**src/rtl/dw_dbp_apb_arb.sv**
```systemverilog
// rtl/dw_dbp_apb_arb.sv - two-requester debug APB arbiter with auth policy check
//
// Purpose: round-robin arbitration of the debug APB master port between
//   requester 0 (JTAG/DMI) and requester 1 (system debugger), APB SETUP/ACCESS
//   sequencing, and dbgen/niden policy enforcement at grant time.
//
// Ports:
//   clk, rst                 clock, synchronous active-high reset
//   dbg_apb_dbgen/_niden     invasive / non-invasive debug enables
//   rN_req/write/addr/wdata  requester N request (level, held until after ack)
//   rN_ack/rdata/err         requester N single-cycle completion
//   paddr/psel/penable/pwrite/pwdata/prdata/pready/pslverr  APB master
//   arb_busy, arb_owner      status: not idle, current/last granted requester
//
// Optional feature: define DW_DBP_APB_TIMEOUT_EN to bound the ACCESS phase to
//   TIMEOUT wait cycles, after which the access completes with err=1.

module dw_dbp_apb_arb #(
  parameter int ADDR_W  = 16,
  parameter int TIMEOUT = 255
) (
  input  logic              clk,
  input  logic              rst,
  input  logic              dbg_apb_dbgen,
  input  logic              dbg_apb_niden,
  input  logic              r0_req,
  input  logic              r0_write,
  input  logic [ADDR_W-1:0] r0_addr,
  input  logic [31:0]       r0_wdata,
  output logic              r0_ack,
  output logic [31:0]       r0_rdata,
  output logic              r0_err,
  input  logic              r1_req,
  input  logic              r1_write,
  input  logic [ADDR_W-1:0] r1_addr,
  input  logic [31:0]       r1_wdata,
  output logic              r1_ack,
  output logic [31:0]       r1_rdata,
  output logic              r1_err,
  output logic [ADDR_W-1:0] paddr,
  output logic              psel,
  output logic              penable,
  output logic              pwrite,
  output logic [31:0]       pwdata,
  input  logic [31:0]       prdata,
  input  logic              pready,
  input  logic              pslverr,
  output logic              arb_busy,
  output logic              arb_owner
);

  if (TIMEOUT < 1) begin : g_timeout_range_check
    $error("dw_dbp_apb_arb: TIMEOUT must be >= 1");
  end

  typedef enum logic [2:0] {IDLE, SETUP, ACCESS, RESP, DENY} state_t;

  state_t            state;
  logic              last;

  // Grant decision for the current IDLE cycle.
  logic              grant_idx;
  logic              grant_write;
  logic [ADDR_W-1:0] grant_addr;
  logic [31:0]       grant_wdata;
  logic              grant_allow;

`ifdef DW_DBP_APB_TIMEOUT_EN
  localparam int CNT_W = (TIMEOUT < 256) ? 8 : 16;
  logic [CNT_W-1:0]  wait_cnt;
`endif

  always_comb begin
    grant_idx = 1'b0;
    if (r0_req && r1_req) begin
      grant_idx = ~last;
    end else if (r1_req) begin
      grant_idx = 1'b1;
    end
    grant_write = grant_idx ? r1_write : r0_write;
    grant_addr  = grant_idx ? r1_addr  : r0_addr;
    grant_wdata = grant_idx ? r1_wdata : r0_wdata;
    // Writes are invasive; reads only need non-invasive permission.
    grant_allow = grant_write ? dbg_apb_dbgen : (dbg_apb_niden | dbg_apb_dbgen);
  end

  always_ff @(posedge clk) begin
    if (rst) begin
      state     <= IDLE;
      last      <= 1'b1;
      arb_owner <= 1'b0;
      arb_busy  <= 1'b0;
      psel      <= 1'b0;
      penable   <= 1'b0;
      pwrite    <= 1'b0;
      paddr     <= '0;
      pwdata    <= '0;
      r0_ack    <= 1'b0;
      r0_rdata  <= '0;
      r0_err    <= 1'b0;
      r1_ack    <= 1'b0;
      r1_rdata  <= '0;
      r1_err    <= 1'b0;
`ifdef DW_DBP_APB_TIMEOUT_EN
      wait_cnt  <= '0;
`endif
    end else begin
      // Responses are single-cycle; rdata/err are forced low outside ack.
      r0_ack   <= 1'b0;
      r0_rdata <= '0;
      r0_err   <= 1'b0;
      r1_ack   <= 1'b0;
      r1_rdata <= '0;
      r1_err   <= 1'b0;

      case (state)
        IDLE: begin
          if (r0_req || r1_req) begin
            arb_owner <= grant_idx;
            last      <= grant_idx;
            arb_busy  <= 1'b1;
            if (grant_allow) begin
              // Address/direction/data are frozen here for the whole transfer.
              state  <= SETUP;
              psel   <= 1'b1;
              paddr  <= grant_addr;
              pwrite <= grant_write;
              pwdata <= grant_wdata;
            end else begin
              state <= DENY;
              if (grant_idx) begin
                r1_ack <= 1'b1;
                r1_err <= 1'b1;
              end else begin
                r0_ack <= 1'b1;
                r0_err <= 1'b1;
              end
            end
          end
        end

        SETUP: begin
          state   <= ACCESS;
          penable <= 1'b1;
`ifdef DW_DBP_APB_TIMEOUT_EN
          wait_cnt <= '0;
`endif
        end

        ACCESS: begin
          if (pready) begin
            state   <= RESP;
            psel    <= 1'b0;
            penable <= 1'b0;
            if (arb_owner) begin
              r1_ack   <= 1'b1;
              r1_rdata <= pwrite ? 32'h0 : prdata;
              r1_err   <= pslverr;
            end else begin
              r0_ack   <= 1'b1;
              r0_rdata <= pwrite ? 32'h0 : prdata;
              r0_err   <= pslverr;
            end
          end
`ifdef DW_DBP_APB_TIMEOUT_EN
          // This wait cycle is the TIMEOUT-th one: abandon the transfer.
          else if (wait_cnt == CNT_W'(TIMEOUT - 1)) begin
            state   <= RESP;
            psel    <= 1'b0;
            penable <= 1'b0;
            if (arb_owner) begin
              r1_ack <= 1'b1;
              r1_err <= 1'b1;
            end else begin
              r0_ack <= 1'b1;
              r0_err <= 1'b1;
            end
          end else begin
            wait_cnt <= wait_cnt + 1'b1;
          end
`endif
        end

        RESP, DENY: begin
          state    <= IDLE;
          arb_busy <= 1'b0;
        end

        default: begin
          state    <= IDLE;
          arb_busy <= 1'b0;
          psel     <= 1'b0;
          penable  <= 1'b0;
        end
      endcase
    end
  end

endmodule

```
**config.mk**
```make
export PLATFORM = sky130hd
export DESIGN_NAME = dw_dbp_apb_arb
export DESIGN_NICKNAME = d
export VERILOG_FILES = /design/src/rtl/dw_dbp_apb_arb.sv
export SDC_FILE = /design/constraint.sdc
export NUM_CORES = 1
export LEC_CHECK = 0
export CAP_MARGIN = 10
export CORE_MARGIN = 3
export CORE_UTILIZATION = 42
export CTS_CLUSTER_DIAMETER = 60
export DETAILED_ROUTE_END_ITERATION = 10
export GPL_TIMING_DRIVEN = 1
export PLACE_DENSITY = 0.92
export SETUP_SLACK_MARGIN = 0.4
export SLEW_MARGIN = 15
export SYNTH_ARGS = -nofsm -noshare
export SYNTH_HDL_FRONTEND = slang
export SYNTH_SLANG_ARGS = --single-unit
```
**constraint.sdc**
```tcl
create_clock -name clk -period 3.6 [get_ports clk]
set_input_delay 0.54 -clock clk [delete_from_list [all_inputs] [get_ports clk]]
set_output_delay 0.54 -clock clk [all_outputs]
set_load 0.01 [all_outputs]
```
[Word level (Yosys, flattened, before mapping)]
Cells that the tools add are included.
Word-level totals
  bits in registers: 125
  input port bits: 138
  output and inout port bits: 121
  word-level logic and storage cells: 80
Operators by class
  eq/ne operators: 7
  mux-type cells: 36
  bitwise operators: 8
  reduce and logical (&&, ||, !) cells: 14
Operator list (number)
  two-way mux 32 bit: 2
  two-way mux 1 bit: 22
  two-way mux 16 bit: 1
  one-hot mux 1 bit (2 select lines): 5
  two-way mux 3 bit: 3
  one-hot mux 3 bit (3 select lines): 1
  AND reduction 2 bit: 4
  OR reduction 4 bit: 2
  inverter 1 bit: 7
  equality test 3 x 2 -> 1 bit, second input constant: 2
  inequality test 2 bit, second input constant: 3
  one-hot mux 1 bit (3 select lines): 2
  OR reduction 3 bit: 2
  AND reduction 4 bit: 1
  equality test 3 x 1 -> 1 bit, second input constant: 1
  equality test 3 bit, second input constant: 1
  logical NOT 3 bit: 1
  AND reduction 3 bit: 1
  OR reduction 2 bit: 1
  logical AND 1 bit: 1
  logical OR 1 bit: 1
  bitwise OR 1 bit: 1

[Depth between registers and ports, before layout]
  depth in word-level cells: 7
  gate-level depth with buffers: 7

[Least setup slack after synthesis]
No wires, ideal clock.
  kind: in2reg
  start point: in r1_req
  end point: reg paddr[0]
  library setup time: 0.148 ns
  data arrival time: 1.645 ns
  data required time: 3.452 ns
  setup slack: 1.807 ns
  stages: 5
  path through: a21boi_2 mux2i_1 a21o_1 clkbuf_1 a221oi_1
On the way
  word-level cells in the longest chain between the ends: 5
  elaborated cells between the ends (all ways): 8
  classes of those cells: mux (5); reduce/logical (3)
Ends and longest elaborated chain
  start, declared: RTL line 33  | input logic r1_req,
  two-way mux 1 bit or logical AND 1 bit (tied branches): RTL line 77, 75
  two-way mux 1 bit: RTL line 75  | if (r0_req && r1_req) begin
  two-way mux 1 bit: RTL line 80  | grant_write = grant_idx ? r1_write : r0_write;
  two-way mux 1 bit: RTL line 84  | grant_allow = grant_write ? dbg_apb_dbgen : (dbg_apb_niden | dbg_apb_dbgen);
  AND reduction 3 bit (no source line)
  end signal, assigned: RTL line 126  | paddr <= grant_addr;
  end, declared: RTL line 40  | output logic [ADDR_W-1:0] paddr,
Several ways; a longest one is shown, not always the timed one.
A chain may end at the register's enable or synchronous reset.

[Worst setup path after layout]
  start point: in r1_req
  end point: reg pwdata[22]
On the way
  word-level cells in the longest chain between the ends: 5
  elaborated cells between the ends (all ways): 8
  classes of those cells: mux (5); reduce/logical (3)
Ends and longest elaborated chain
  two-way mux 1 bit or logical AND 1 bit (tied branches): RTL line 77, 75
  two-way mux 1 bit: RTL line 75
  two-way mux 1 bit: RTL line 80
  two-way mux 1 bit: RTL line 84
  AND reduction 3 bit (no source line)
  end signal, assigned: RTL line 128  | pwdata <= grant_wdata;
  end, declared: RTL line 44  | output logic [31:0] pwdata,
Several ways; a longest one is shown, not always the timed one.

==> flow_metrics.tcl <==
set metrics [dict create \
    cts_max_path_buffers 2 \
    ant_nets 0 \
    placeable_core_area_sq_mm 0.0109 \
    setup.worst_path.end_class "flip-flop" \
    cts_max_level 4 \
    initial_utilization_pct 43.5 \
    numPortBuffers 258 \
    synth_compound_gate_area_share_pct 21.1 \
    dieArea_sq_mm 0.0126 \
    ys_seq_elements 125 \
    hold_buffers 0 \
    cts_tree "built" \
    numCtsBuffers 17 \
    synth-edff-count 0 \
    dr_total_vias 4652 \
    die_y_um 112 \
    globalplace.congestion 0.876 \
    post_cts.repair.setup_buffers 0 \
    synth-seq-area-share_pct 52.7 \
    slew_violations 0 \
    final_layout_worst_hold_slack_ns 0.462 \
    dp.final_hpwl_um 10900 \
    clock_skews_ns 0.0103 \
    fmaxAchievable_mhz 397 \
    postSynthAreaPerCell_sq_um 9.14 \
    netlist_area_sq_mm 0.00475 \
    clock-root-buffer "sky130_fd_sc_hd__clkbuf_16" \
    final_cells 912 \
    largest_net_degree_at_the_start_of_global_routing 102 \
    final-setup-viol-count 0 \
    total_leakage_power_nw 3.00 \
    clock_latency_ns 0.40 \
    holdCritPathClass "reg -> reg" \
    crit_required_ns 3.85 \
    synth_flop_cell "sky130_fd_sc_hd__dfxtp_1" \
    final_util_pct 73.0 \
    final-hold-violation-count 0 \
    synth.area.mux_share_pct 0.211 \
    post_synth_cell_types 33 \
    area_grow_syn2layout_pct 68.0 \
    synthXorXnorAreaFrac_pct 0.184 \
    clock_edge_transition_at_the_registers_on_the_reported_setup_and_hold_paths_ns 0.06 \
    final_critical_period_ns 2.52 \
    detail_route.wl_per_cell_um 16.7 \
    critical_path.startpoint_type "input port" \
    rows 38 \
    top_level_i_o_count 259 \
    final_cell_area_sq_mm 0.00799 \
    first_global_vias 4762 \
    worstSetupEndpoint "pwdata[22]$_SDFFE_PP0P_" \
    ff_to_ff_end "r0_rdata[14]$_SDFF_PP0_" \
    layout.nets 896 \
    drive_gt1_share_pct 7.00 \
    ff2ff_setup_slack_ns 1.41 \
    slew-limit-headroom_pct 23.7 \
    overflow 0 \
    first_iter_violations 295 \
    timing.rr.start "state[1]$_SDFFE_PP0P_" \
    grt_antenna_before_repair 1 \
    setup_repair_after_global_routing_missed_its_margin "no" \
    power_density_mw_per_mm2 538 \
    postPlaceCellArea_sq_mm 0.00738 \
    r2r.worst_path.cells 4 \
    worstSetupStartpoint "r1_req" \
    clock-sinks 125 \
    grt_usage_pct 23.8 \
    worstSetupPathType "in -> reg" \
    post_route_setup_tns_ns 0 \
    post_drt_via_cell_ratio 5.10 \
    arrival_time_at_the_worst_endpoint_ns 2.77 \
    synth_top_family_by_area "compound AO/OA/AOI/OAI gates" \
    peak_vdd_ir_v 0.000359 \
    area_fraction_in_and_or_nand_and_nor_cells_after_synthesis_pct 17.7 \
    grt_pass1_wl_um 24000 \
    die_x_um 112 \
    yosysWarningCount 0 \
    dp_cells 879 \
    timing_worst_slew_pin_value_ns 1.14 \
    wl_um 15200 \
    run_status "finished clean" \
    asyncSetResetFlopFracSynth_pct 0 \
    fin_crit_sh_pct 69.9 \
    drc_errors 0 \
    max_cap_violations 0 \
    dr.pass1.iters 4 \
    post_synthesis_share_of_cell_area_spent_on_full_adders_half_adders_and_majority_gates_pct 0 \
    worst-path-max-fanout 101 \
    netlist_instances 520 \
    post_cts.resized_instances 0 \
    synth_fp_nets 658 \
]
[logic make-up (layout without fill, tap and decap cells)]
logic type	after synthesis	count (layout)
AND/OR/NAND/NOR	178	178
flip-flops	125	125
AO/OA/AOI/OAI	119	119
buffers and inverters	96	347
XOR/XNOR	1	1
multiplexers	1	1
other	0	1
[cell usage after synthesis, types with 2 or more instances]
master,n,share of area [%]
sky130_fd_sc_hd__a211oi_1,50,7.9
sky130_fd_sc_hd__a21oi_1,9,0.95
sky130_fd_sc_hd__a221oi_1,39,7.2
sky130_fd_sc_hd__a221oi_2,10,3.2
sky130_fd_sc_hd__a2bb2oi_1,2,0.37
sky130_fd_sc_hd__buf_2,9,0.95
sky130_fd_sc_hd__buf_6,2,0.47
sky130_fd_sc_hd__clkbuf_1,32,2.5
sky130_fd_sc_hd__dfxtp_1,125,53
sky130_fd_sc_hd__inv_1,52,4.1
sky130_fd_sc_hd__nand2_1,39,3.1
sky130_fd_sc_hd__nand2b_1,3,0.39
sky130_fd_sc_hd__nand3_1,2,0.21
sky130_fd_sc_hd__nor2_1,70,5.5
sky130_fd_sc_hd__nor2b_1,52,6.8
sky130_fd_sc_hd__nor3_1,6,0.63
sky130_fd_sc_hd__or3_1,2,0.26
[worst min-delay path by stage]
stage | start | endpoint | slack, ns | cells past startpoint
global placement | paddr[7]$_SDFFE_PP0P_ | paddr[7]$_SDFFE_PP0P_ | 0.45 | 2
floorplan | paddr[10]$_SDFFE_PP0P_ | paddr[10]$_SDFFE_PP0P_ | 0.49 | 2
detailed placement | paddr[11]$_SDFFE_PP0P_ | paddr[11]$_SDFFE_PP0P_ | 0.45 | 2
global route | paddr[11]$_SDFFE_PP0P_ | paddr[11]$_SDFFE_PP0P_ | 0.48 | 2
CTS | paddr[11]$_SDFFE_PP0P_ | paddr[11]$_SDFFE_PP0P_ | 0.46 | 2
finish | paddr[11]$_SDFFE_PP0P_ | paddr[11]$_SDFFE_PP0P_ | 0.46 | 2
[placed cells by master, fill, tap and decap left out, drive strengths merged, types with 3 or more instances in the layout]
master | synthesis | layout
a221oi | 49 | 49
nand2 | 39 | 39
a21oi | 9 | 9
nor2 | 70 | 70
clkdlybuf4s50 | 0 | 257
nor2b | 52 | 52
buf | 12 | 6
a211oi | 50 | 50
dfxtp | 125 | 125
nor3 | 7 | 7
inv | 52 | 62
nand2b | 3 | 3
clkbuf | 32 | 17
[per-layer routing]
| metal | part of all wire [%] | up-vias | global-route usage [%] |
|---|---|---|---|
| met5 | 0 | - | 0 |
| met3 | 7.5 | 28 | 6.79 |
| met2 | 52 | 217 | 43.7 |
| met1 | 38 | 2153 | 25.8 |
| li1 | - | 2254 | - |
| met4 | 2.6 | 0 | 9.05 |
[flip-flops by register name, summed over array words and instances (netlist names)]
name / flops
arb_busy: 1
arb_owner: 1
last: 1
paddr: 16
penable: 1
psel: 1
pwdata: 32
pwrite: 1
r0_ack: 1
r0_err: 1
r0_rdata: 32
r1_ack: 1
r1_err: 1
r1_rdata: 32
state: 3
[where the power goes]
| part | total, mW | switching [mW] | internal (mW) |
|---|---|---|---|
| registers | 1.58 | 0.0752 | 1.51 |
| clock network | 1.73 | 0.687 | 1.05 |
| logic | 0.981 | 0.471 | 0.510 |
| total | 4.30 | 1.23 | 3.06 |
[metrics by stage]
| step | power (mW) | setup WS (ns) |
|---|---|---|
| detailed placement | 2.59 | 0.678 |
| global placement | 2.56 | 0.735 |
| global route | 4.48 | 0.972 |
| floorplan | 2.10 | 1.81 |
| finish | 4.30 | 1.08 |
| CTS | 4.33 | 1.11 |
[worst max-delay path, stage by stage]
cell and delay (ns):
sky130_fd_sc_hd__clkdlybuf4s50_1 0.60, sky130_fd_sc_hd__a21boi_4 0.23, sky130_fd_sc_hd__buf_4 0.69, sky130_fd_sc_hd__nor2b_1 0.10
sky130_fd_sc_hd__a211oi_1 0.40, sky130_fd_sc_hd__a221oi_1 0.13
[cell type report]
class                           instances  area [sq um]
Fill cell                             729          2950
Timing Repair Buffer                  263          2630
Sequential cell                       125          2500
Multi-Input combinational cell        299          1880
Clock buffer                           17           425
Inverter                               52           195
Clock inverter                         15           175
Tap cell                              140           175
Antenna cell                            1          2.50
Note: power is estimated with default switching activity, not from simulation.
